`config.mk`:
```
export PLATFORM = sky130hd
export DESIGN_NAME = instr_fetch
export DESIGN_NICKNAME = d
export VERILOG_FILES = /design/src/rtl/instr_fetch_pkg.sv /design/src/rtl/instr_fetch_pc_reg.sv /design/src/rtl/instr_fetch.sv
export SDC_FILE = /design/constraint.sdc
export NUM_CORES = 1
export LEC_CHECK = 0
export ABC_CLOCK_PERIOD_IN_PS = 2800
export CORE_MARGIN = 4
export CORE_UTILIZATION = 28
export CTS_CLUSTER_SIZE = 30
export DETAILED_ROUTE_END_ITERATION = 8
export SETUP_SLACK_MARGIN = 0.1
export SYNTH_ARGS = -nofsm -noshare
export SYNTH_HDL_FRONTEND = slang
export SYNTH_SLANG_ARGS = --single-unit
```
`constraint.sdc`:
```
create_clock -name clk -period 2.8 [get_ports clk]
set_clock_uncertainty 0.2 [all_clocks]
set_input_delay 0.56 -clock clk [delete_from_list [all_inputs] [get_ports clk]]
set_output_delay 0.56 -clock clk [all_outputs]
set_load 0.1 [all_outputs]
```
`src/rtl/instr_fetch_pkg.sv`:
```
// Shared definitions for the RV32I fetch stage: FSM state encoding, the NOP word
// and the misalignment helper.
package instr_fetch_pkg;

   typedef enum logic [2:0] {
      S_IDLE = 3'd0,
      S_REQ  = 3'd1,
      S_OUT  = 3'd2,
      S_NPC  = 3'd3,
      S_ERR  = 3'd4
   } if_state_e;

   localparam logic [31:0] NOP_INST = 32'h0000_0013;

   function automatic logic addr_misaligned(input logic [31:0] addr);
      return (addr[1:0] != 2'b00);
   endfunction

endpackage

```
`src/rtl/instr_fetch_pc_reg.sv`:
```
// Architectural PC register with load enable, next-PC alignment handling and the
// pc+4 adder. FETCH_MISALIGN_TRAP_EN selects trap-on-misaligned over masking.
module instr_fetch_pc_reg
   import instr_fetch_pkg::*;
#(
   parameter logic [31:0] RESET_PC = 32'h0000_0000
) (
   input  logic        clk,
   input  logic        rst_n,
   input  logic        load,
   input  logic [31:0] npc,
   output logic [31:0] pc,
   output logic [31:0] pc_plus4,
   output logic        npc_trap
);

   logic [31:0] pc_q;
   logic [31:0] pc_d;

   // Next PC: hold, or take npc (raw when trapping so the bad target stays visible).
   always_comb begin
      pc_d     = pc_q;
      npc_trap = 1'b0;
      if (load) begin
`ifdef FETCH_MISALIGN_TRAP_EN
         pc_d     = npc;
         npc_trap = addr_misaligned(npc);
`else
         pc_d     = npc & 32'hFFFF_FFFC;
         npc_trap = 1'b0;
`endif
      end else begin
         pc_d     = pc_q;
         npc_trap = 1'b0;
      end
   end

   // PC state register.
   always_ff @(posedge clk or negedge rst_n) begin
      if (!rst_n) begin
         pc_q <= RESET_PC;
      end else begin
         pc_q <= pc_d;
      end
   end

   assign pc       = pc_q;
   assign pc_plus4 = pc_q + 32'd4;

endmodule

```
`src/rtl/instr_fetch.sv`:
```
// Fetch stage of the multi-cycle RV32I core: req/ack instruction fetch, handoff to
// decode, PC reload from the sequencer. Optional macro: FETCH_MISALIGN_TRAP_EN.
module instr_fetch
   import instr_fetch_pkg::*;
#(
   parameter logic [31:0] RESET_PC = 32'h0000_0000,
   parameter int unsigned TIMEOUT  = 16
) (
   input  logic        clk,
   input  logic        rst_n,
   input  logic [31:0] npc,
   input  logic        npc_valid,
   output logic        imem_req,
   output logic [31:0] imem_addr,
   input  logic        imem_ack,
   input  logic [31:0] imem_rdata,
   output logic        if_valid,
   input  logic        if_ready,
   output logic [31:0] if_pc,
   output logic [31:0] if_inst,
   output logic [31:0] pc_plus4,
   output logic        fetch_err
);

   localparam int unsigned      CNT_W    = $clog2(TIMEOUT);
   localparam logic [CNT_W-1:0] CNT_LAST = CNT_W'(TIMEOUT - 1);

   if_state_e        state_q, state_d;
   logic [CNT_W-1:0] cnt_q, cnt_d;
   logic [31:0]      inst_q, inst_d;
   logic             err_q, err_d;
   logic             req_q, req_d;
   logic             valid_q, valid_d;

   logic [31:0]      pc_s;
   logic             pc_load_s;
   logic             npc_trap_s;

   assign pc_load_s = (state_q == S_NPC) && npc_valid;

   instr_fetch_pc_reg #(
      .RESET_PC (RESET_PC)
   ) u_pc_reg (
      .clk      (clk),
      .rst_n    (rst_n),
      .load     (pc_load_s),
      .npc      (npc),
      .pc       (pc_s),
      .pc_plus4 (pc_plus4),
      .npc_trap (npc_trap_s)
   );

   // Next-state, timeout counter and instruction latch.
   always_comb begin
      state_d = state_q;
      cnt_d   = cnt_q;
      inst_d  = inst_q;
      err_d   = err_q;
      case (state_q)
         S_IDLE: begin
            state_d = S_REQ;
            cnt_d   = '0;
         end
         S_REQ: begin
            // An ack on the final counted cycle still completes the fetch.
            if (imem_ack) begin
               inst_d  = imem_rdata;
               cnt_d   = '0;
               state_d = S_OUT;
            end else if (cnt_q == CNT_LAST) begin
               err_d   = 1'b1;
               cnt_d   = '0;
               state_d = S_ERR;
            end else begin
               cnt_d   = cnt_q + CNT_W'(1);
            end
         end
         S_OUT: begin
            if (if_ready) begin
               state_d = S_NPC;
            end else begin
               state_d = S_OUT;
            end
         end
         S_NPC: begin
            if (npc_valid) begin
               if (npc_trap_s) begin
                  err_d   = 1'b1;
                  state_d = S_ERR;
               end else begin
                  state_d = S_REQ;
               end
            end else begin
               state_d = S_NPC;
            end
         end
         S_ERR: begin
            state_d = S_ERR;
         end
         default: begin
            err_d   = 1'b1;
            state_d = S_ERR;
         end
      endcase
      req_d   = (state_d == S_REQ);
      valid_d = (state_d == S_OUT);
   end

   // State and output registers; reset drops the request immediately.
   always_ff @(posedge clk or negedge rst_n) begin
      if (!rst_n) begin
         state_q <= S_IDLE;
         cnt_q   <= '0;
         inst_q  <= NOP_INST;
         err_q   <= 1'b0;
         req_q   <= 1'b0;
         valid_q <= 1'b0;
      end else begin
         state_q <= state_d;
         cnt_q   <= cnt_d;
         inst_q  <= inst_d;
         err_q   <= err_d;
         req_q   <= req_d;
         valid_q <= valid_d;
      end
   end

   assign imem_req  = req_q;
   assign imem_addr = pc_s;
   assign if_valid  = valid_q;
   assign if_pc     = pc_s;
   assign if_inst   = inst_q;
   assign fetch_err = err_q;

endmodule
```
==> summary.md, run 1 <==
| Metric | Value |
|---|---|
| Outcome | complete, but fails checks |
| Failing checks | negative setup slack |
| Setup crit start kind | flop |
| R2r worst-path depth | 4 |
| DRT antenna net count | 0 |
| Max-Cap Viols | 0 |
| H-tree Lvls | 3 |
| Inst Count DP | 621 |
| Non-Filler Instances | 664 |
| Syn. warnings | 0 |
| Area Growth Syn to Fin | 87.36% |
| Final #Nets | 558 |
| Slew Limit Fails | 0 |
| Reg clk slew, reported paths | 60 ps |
| Drt pass-1 iters | 4 |
| RSZ-0062 raised after global routing | yes |
| Synth Area in XOR/XNOR | 6.971% |
| Vias | 2,928 |
| Die H | 122.1 µm |
| Fin crit period | 2862 ps |
| Initial DRC count | 83 |
| Largest net degree at the start of global routing | 39 |
| Global-route wire length before repair | 16.02 mm |
| Critical path class | flop to primary output |
| Worst path required time | 2040 ps |
| Flop-to-flop setup slack | 950 ps |
| Worst skew pair latency | 330 ps |
| Final setup TNS | -156.7 ps |
| Commonest cells after routing, fill and taps aside | 123 x buf_4, 65 x clkdlybuf4s50_1, 62 x mux2_2 |
| CTS max path bufs | 2 |
| Multi-input combinational cell area | 0.002123 mm² |
| Routed WL | 10.28 mm |
| Avg Synthesized Cell Area | 12.61 µm² |
| Final hold vios | 0 |
| Adder-Cell Fraction of Synth Area | 0.6868% |
| Slew @ Worst Pin | 532.9 ps |
| Starting Density | 28.75% |
| FF/Latch Area | 0.001898 mm² |
| Final Cycle Share | 102.2% |
| WL per Instance | 15.47 µm |
| Most common cell after layout, fill and taps aside | buf_4 |
| Post-Place Cell Area | 0.006157 mm² |
| Max_slew headroom | 64.47% |
| Synth Area in Simple Gates | 12.16% |
| Post-route cell area | 0.006827 mm² |
| Mapped Area | 0.003643 mm² |
| Worst setup margin | -61.72 ps |
| Main combinational cell family by area after synthesis | multiplexers |
| Hold Crit Class | input pin to async pin |
| Clk sink count | 72 |
| Detailed placement HPWL | 7.614 mm |
| Total core area | 0.01267 mm² |
| Synth Area in Compound Gates | 2.026% |
| CTS tree | done |
| Crit end category | primary output |
| Die Wd | 122.1 µm |
| RePlAce Congestion | 0.6935 |
| GRT Residual Overflow | 0 |
| Root buffer cell | clkbuf_16 |
| Post-synthesis mux area share | 19.16% |
| RR Startpoint | state_q[1]$_DFF_PN0_ |
| Residual DRC | 0 |
| Reg2Reg Capture Point | if_inst[7]$_DFFE_PN0P_ |
| Count of different cell masters after synthesis | 38 |
| Initial antenna violation count | 0 |
| Fillers | 1,082 |
| Via density per instance | 4.410 |
| FP Rows | 41 |
| IO Pins | 200 |
| Post-Syn Instances | 289 |
| Setup Viol. Count Final | 8 |
| Share of cells above drive strength 1 | 66.67% |
| CP max FO | 5 |
| GRT Resource Usage Total | 13.79% |
| Worst EP arrival | 2100 ps |
| Port Buffers | 191 |
| Pre-CTS WS | 153.1 ps |
| Cts hold-fix bufs | 0 |
| N_diodes | 0 |
| Fmax | 349.4 MHz |
| Sequential-to-total area share from yosys stat | 49.55% |
| CTS buffer count | 9 |
| Die ar. | 0.01490 mm² |
| FF+latch count, synth | 72 |
| Number of global-route vias before repair | 3,135 |
[logic make-up after synthesis]
group | count (synthesis)
fa+ha+maj | 2
xor+xnor | 29
buf+inv | 47
simple gates | 65
flops | 72
other cells | 1
compound gates | 11
mux | 62
[how the worst max path moves through the flow]
stage	startpoint	end	slack, ps
final	u_pc_reg.pc[3]$_DFFE_PN0P_	pc_plus4[24]	-60
after global routing	u_pc_reg.pc[3]$_DFFE_PN0P_	pc_plus4[24]	-160
after CTS	u_pc_reg.pc[3]$_DFFE_PN0P_	pc_plus4[24]	-100
after detailed placement	u_pc_reg.pc[2]$_DFFE_PN0P_	pc_plus4[26]	150
after global placement	u_pc_reg.pc[2]$_DFFE_PN0P_	pc_plus4[26]	170
after floorplan	u_pc_reg.pc[2]$_DFFE_PN0P_	pc_plus4[26]	-280
[cells in the mapped netlist]
master | number | area [µm²]
a21bo_2 | 1 | 10.01
a21oi_1 | 4 | 20.02
a22o_1 | 2 | 17.52
a41o_1 | 1 | 10.01
and3_1 | 8 | 50.05
and3_2 | 1 | 7.510
and4_1 | 1 | 8.760
buf_2 | 5 | 25.02
buf_4 | 36 | 270.3
buf_6 | 3 | 33.78
conb_1 | 1 | 3.750
dfrtp_1 | 69 | 1727
dfstp_2 | 3 | 78.83
ha_1 | 2 | 25.02
inv_1 | 3 | 11.26
mux2_2 | 62 | 698.2
nand2_1 | 12 | 45.04
nand2b_1 | 2 | 12.51
nand2b_4 | 1 | 13.76
nand3_1 | 11 | 55.05
nand3_4 | 1 | 17.52
nand3b_1 | 1 | 7.510
nand4_1 | 7 | 43.79
nand4_2 | 2 | 25.02
nand4b_1 | 2 | 17.52
nor2_1 | 5 | 18.77
nor2b_1 | 1 | 6.260
nor3_1 | 3 | 15.01
nor3_4 | 1 | 16.27
nor3b_4 | 1 | 18.77
nor4_1 | 1 | 6.260
nor4_4 | 1 | 21.27
nor4b_4 | 1 | 23.77
o21ai_0 | 2 | 10.01
o22ai_1 | 1 | 6.260
or2_2 | 2 | 12.51
xnor2_1 | 21 | 183.9
xor2_1 | 8 | 70.07
[critical path: stages, from the launching register on]
cell	delay, ps
dfrtp_4	450
ha_4	140
nand4_1	160
nor3_4	250
buf_12	150
nand4_1	190
xnor2_4	240
buf_12	190
[per-layer routing]
metal	routed length, µm	GRT usage (%)	vias to the layer above
met5	0	0	-
met4	149	5.178	0
met3	828	4.410	12
met2	5374	23.62	115
met1	3923	16.14	1435
li1	-	-	1366
[state kept, by name (all words and copies together), names as in the netlist]
| signal | cells |
|---|---|
| if_inst | 32 |
| if_valid | 1 |
| state_q | 3 |
| imem_req | 1 |
| cnt_q | 4 |
| u_pc_reg.pc | 30 |
| fetch_err | 1 |
[area by class of cell]
cell class                 instances  area share, %
inverter                           3         0.2199
timing repair buffer             226          33.28
tap                              172          3.152
clock buffer                       9          3.299
sequential                        72          27.80
multi-input combinational        175          31.10
clock inverter                     7          1.136
[through the flow]
| stage | hold slack, ps | util (%) |
|---|---|---|
| finish | 12.55 | 53.88 |
| global route | 38.29 | 53.88 |
| CTS | 17.56 | 53.45 |
| detailed placement | 263.2 | 48.59 |
| global placement | 259.8 | 48.59 |
| floorplan | 64.41 | - |
[what timing repair did]
action,CTS,global route
gates cloned,1,0
gates resized for setup,25,7
setup buffers,23,3
pin swaps,18,11
endpoints found under the setup margin,19,20
Power of run 1 is left out: the tool's default activity adds up to more than one toggle a clock period on the data nets, which glitch-free logic cannot reach.
==> run 2: changes to the inputs <==
ABC_CLOCK_PERIOD_IN_PS = default   (was 2800)
CELL_PAD_IN_SITES_DETAIL_PLACEMENT = 2   (was default)
CELL_PAD_IN_SITES_GLOBAL_PLACEMENT = 2   (was default)
CORE_UTILIZATION = 25   (was 28)
PLACE_DENSITY_LB_ADDON = 0.1   (was default)
==> run 2 against run 1 <==
Against the previous run:
- the flow still finishes with violations (negative setup slack)
- via count is 4.6% higher
- fmax is 0.69% lower
- core utilization is 4.6 points lower
- global-route usage is 2.0 points higher
- die area is 11% higher
- hold slack better by 270 ps
- final area is 1.8% higher
- non-clock buffer count is 15 higher
- clock-buffer cell count is 1 higher
- critical path depth is 1 higher
- cell count is 3.5% higher
- wire length is 28% higher
- largest cell class unchanged
==> summary.md, run 2 (synthesis results as in run 1) <==
| Metric | Value |
|---|---|
| Worst setup margin | -81.60 ps (-19.88 ps) |
| Total core area | 0.01410 mm² (+11%) |
| CP dominant cell by count | buf_4 |
| Final hold vios | 0 (unchanged) |
| Setup Viol. Count Final | 11 (+3) |
| Max-Cap Viols | 0 (unchanged) |
| Critical path class | flop to primary output |
| GRT Resource Usage Total | 15.75% (+2.0 points) |
| Initial antenna violation count | 0 (unchanged) |
| Critical path origin | u_pc_reg.pc[3]$_DFFE_PN0P_ |
| Slew Limit Fails | 0 (unchanged) |
| Final Cycle Share | 102.9% (+0.71 points) |
| Vias | 3,063 (+4.6%) |
| Crit end category | primary output |
| Worst EP arrival | 2120 ps (+20 ps) |
| Detailed placement HPWL | 9.121 mm (+20%) |
| DRT antenna net count | 0 (unchanged) |
| Reg clk slew, reported paths | 70 ps (about the same) |
| Cells on Worst Hold Path | 1 |
| Fin crit period | 2882 ps (+19.88 ps) |
| Most common cell after layout, fill and taps aside | buf_4 |
| RR Startpoint | state_q[1]$_DFF_PN0_ |
| Die Wd | 128.7 µm (+5.4%) |
| Number of global-route vias before repair | 3,463 (+10%) |
| N_diodes | 0 (unchanged) |
| Die ar. | 0.01657 mm² (+11%) |
| Fillers | 1,377 (+27%) |
| Drt pass-1 iters | 4 (unchanged) |
| CP bufs+invs | 3 (+1) |
| Share of cells above drive strength 1 | 67.65% (+0.99 points) |
| Max reg flops | 32 (unchanged) |
| Slowest-stage cell, CP | dfrtp_4 |
| Port Buffers | 191 (unchanged) |
| Outcome | complete, but fails checks |
| Top delay family on crit path | buffers and inverters |
| Fmax | 347.0 MHz (-0.69%) |
| Routed WL | 13.17 mm (+28%) |
| Worst skew pair latency | 340 ps (about the same) |
| Area Growth Syn to Fin | 90.76% |
| CP max FO | 4 (-1) |
| Non-Filler Instances | 687 (+3.5%) |
| GRT Residual Overflow | 0 (unchanged) |
| FP Rows | 43 (+4.9%) |
| Inst Count DP | 628 (+1.1%) |
| Residual DRC | 0 (unchanged) |
| Setup crit start kind | flop |
| Initial DRC count | 39 (-53%) |
| CTS buffer count | 9 (unchanged) |
| Worst-path cell chain | ha_4 -> nand4_1 -> buf_4 -> buf_4 -> nor2_2 -> and3_4 -> xor2_4 -> buf_12 |
| Min-Delay Startpoint | fetch_err$_DFFE_PN0P_ |
| CTS max path bufs | 2 (unchanged) |
| WL per Instance | 19.17 µm (+24%) |
| Root buffer cell | clkbuf_16 |
| RSZ-0062 raised after global routing | yes |
| RePlAce Congestion | 0.7258 (+4.7%) |
| End of the worst hold path | fetch_err$_DFFE_PN0P_ |
| Failing checks | negative setup slack |
| CP max stage delay | 460 ps (about the same) |
| Reg2Reg Capture Point | if_inst[8]$_DFFE_PN0P_ |
| Fin util | 49.31% (-4.6 points) |
| Clk sink count | 72 (unchanged) |
| H-tree Lvls | 3 (unchanged) |
| Die H | 128.7 µm (+5.4%) |
| R2r worst-path depth | 4 (unchanged) |
| Worst path required time | 2040 ps (about the same) |
| Largest net degree at the start of global routing | 40 (+2.6%) |
| Global-route wire length before repair | 19.94 mm (+24%) |
| Starting Density | 25.85% (-2.9 points) |
| CTS tree | done |
| Via density per instance | 4.459 (+1.1%) |
| Final #Nets | 573 (+2.7%) |
| IO Pins | 200 (unchanged) |
| Flop-to-flop setup slack | 910 ps (-40 ps) |
| Commonest cells after routing, fill and taps aside | 141 x buf_4, 65 x clkdlybuf4s50_1, 62 x mux2_2 |
| Hold Crit Class | flop to flop |
-- run 2: cell count changes in the layout (fill, tap and decap cells not counted), sizes merged --
cell,delta
clkinvlp,-1
clkbuf,+1
dlygate4sd3,+1
clkinv,+1
bufinv,-1
buf,+14
-- run 2: final cells by class --
type | count | area (µm²) | share of cell area [%]
clock buffer | 10 | 239.0 | 3.438
clock inverter | 6 | 51.30 | 0.7381
inverter | 3 | 11.26 | 0.1620
multi-input combinational | 175 | 2148 | 30.91
sequential | 72 | 1898 | 27.31
tap | 180 | 225.2 | 3.240
timing repair buffer | 241 | 2377 | 34.20
-- run 2: routing by layer --
metal	wire length, µm	track usage (%)
met4	127	4.632
met3	718	4.234
met5	0	0
met1	4964	18.09
met2	7359	28.57
-- run 2: worst max path at each step --
stage | to | cells after the start
global route | pc_plus4[26] | 7
CTS | pc_plus4[26] | 7
detailed placement | pc_plus4[26] | 7
finish | pc_plus4[12] | 8
global placement | pc_plus4[26] | 7
floorplan | pc_plus4[26] | 5
-- run 2: metrics by stage --
stage                     setup WS (ps)  setup TNS [ps]  hold WS, ps  instance area (µm²)
after global placement            173.8               0        259.8                 6172
after CTS                        -74.35          -550.8        292.1                 6746
after global routing             -177.8           -2176        316.0                 6950
after floorplan                  -277.8           -3452        64.41                 4252
final                            -81.60          -312.6        287.1                 6950
after detailed placement          147.5               0        262.3                 6172
-- run 2: repair_timing --
action                                  CTS  global route
resized for setup                        15            18
endpoints found under the setup margin   20            21
endpoints found under the hold margin    30             0
buffers inserted                         26            15
pin swaps                                16            19
hold buffers                              1             0
cloned                                    1             0
Power of run 2 is left out for the same reason.
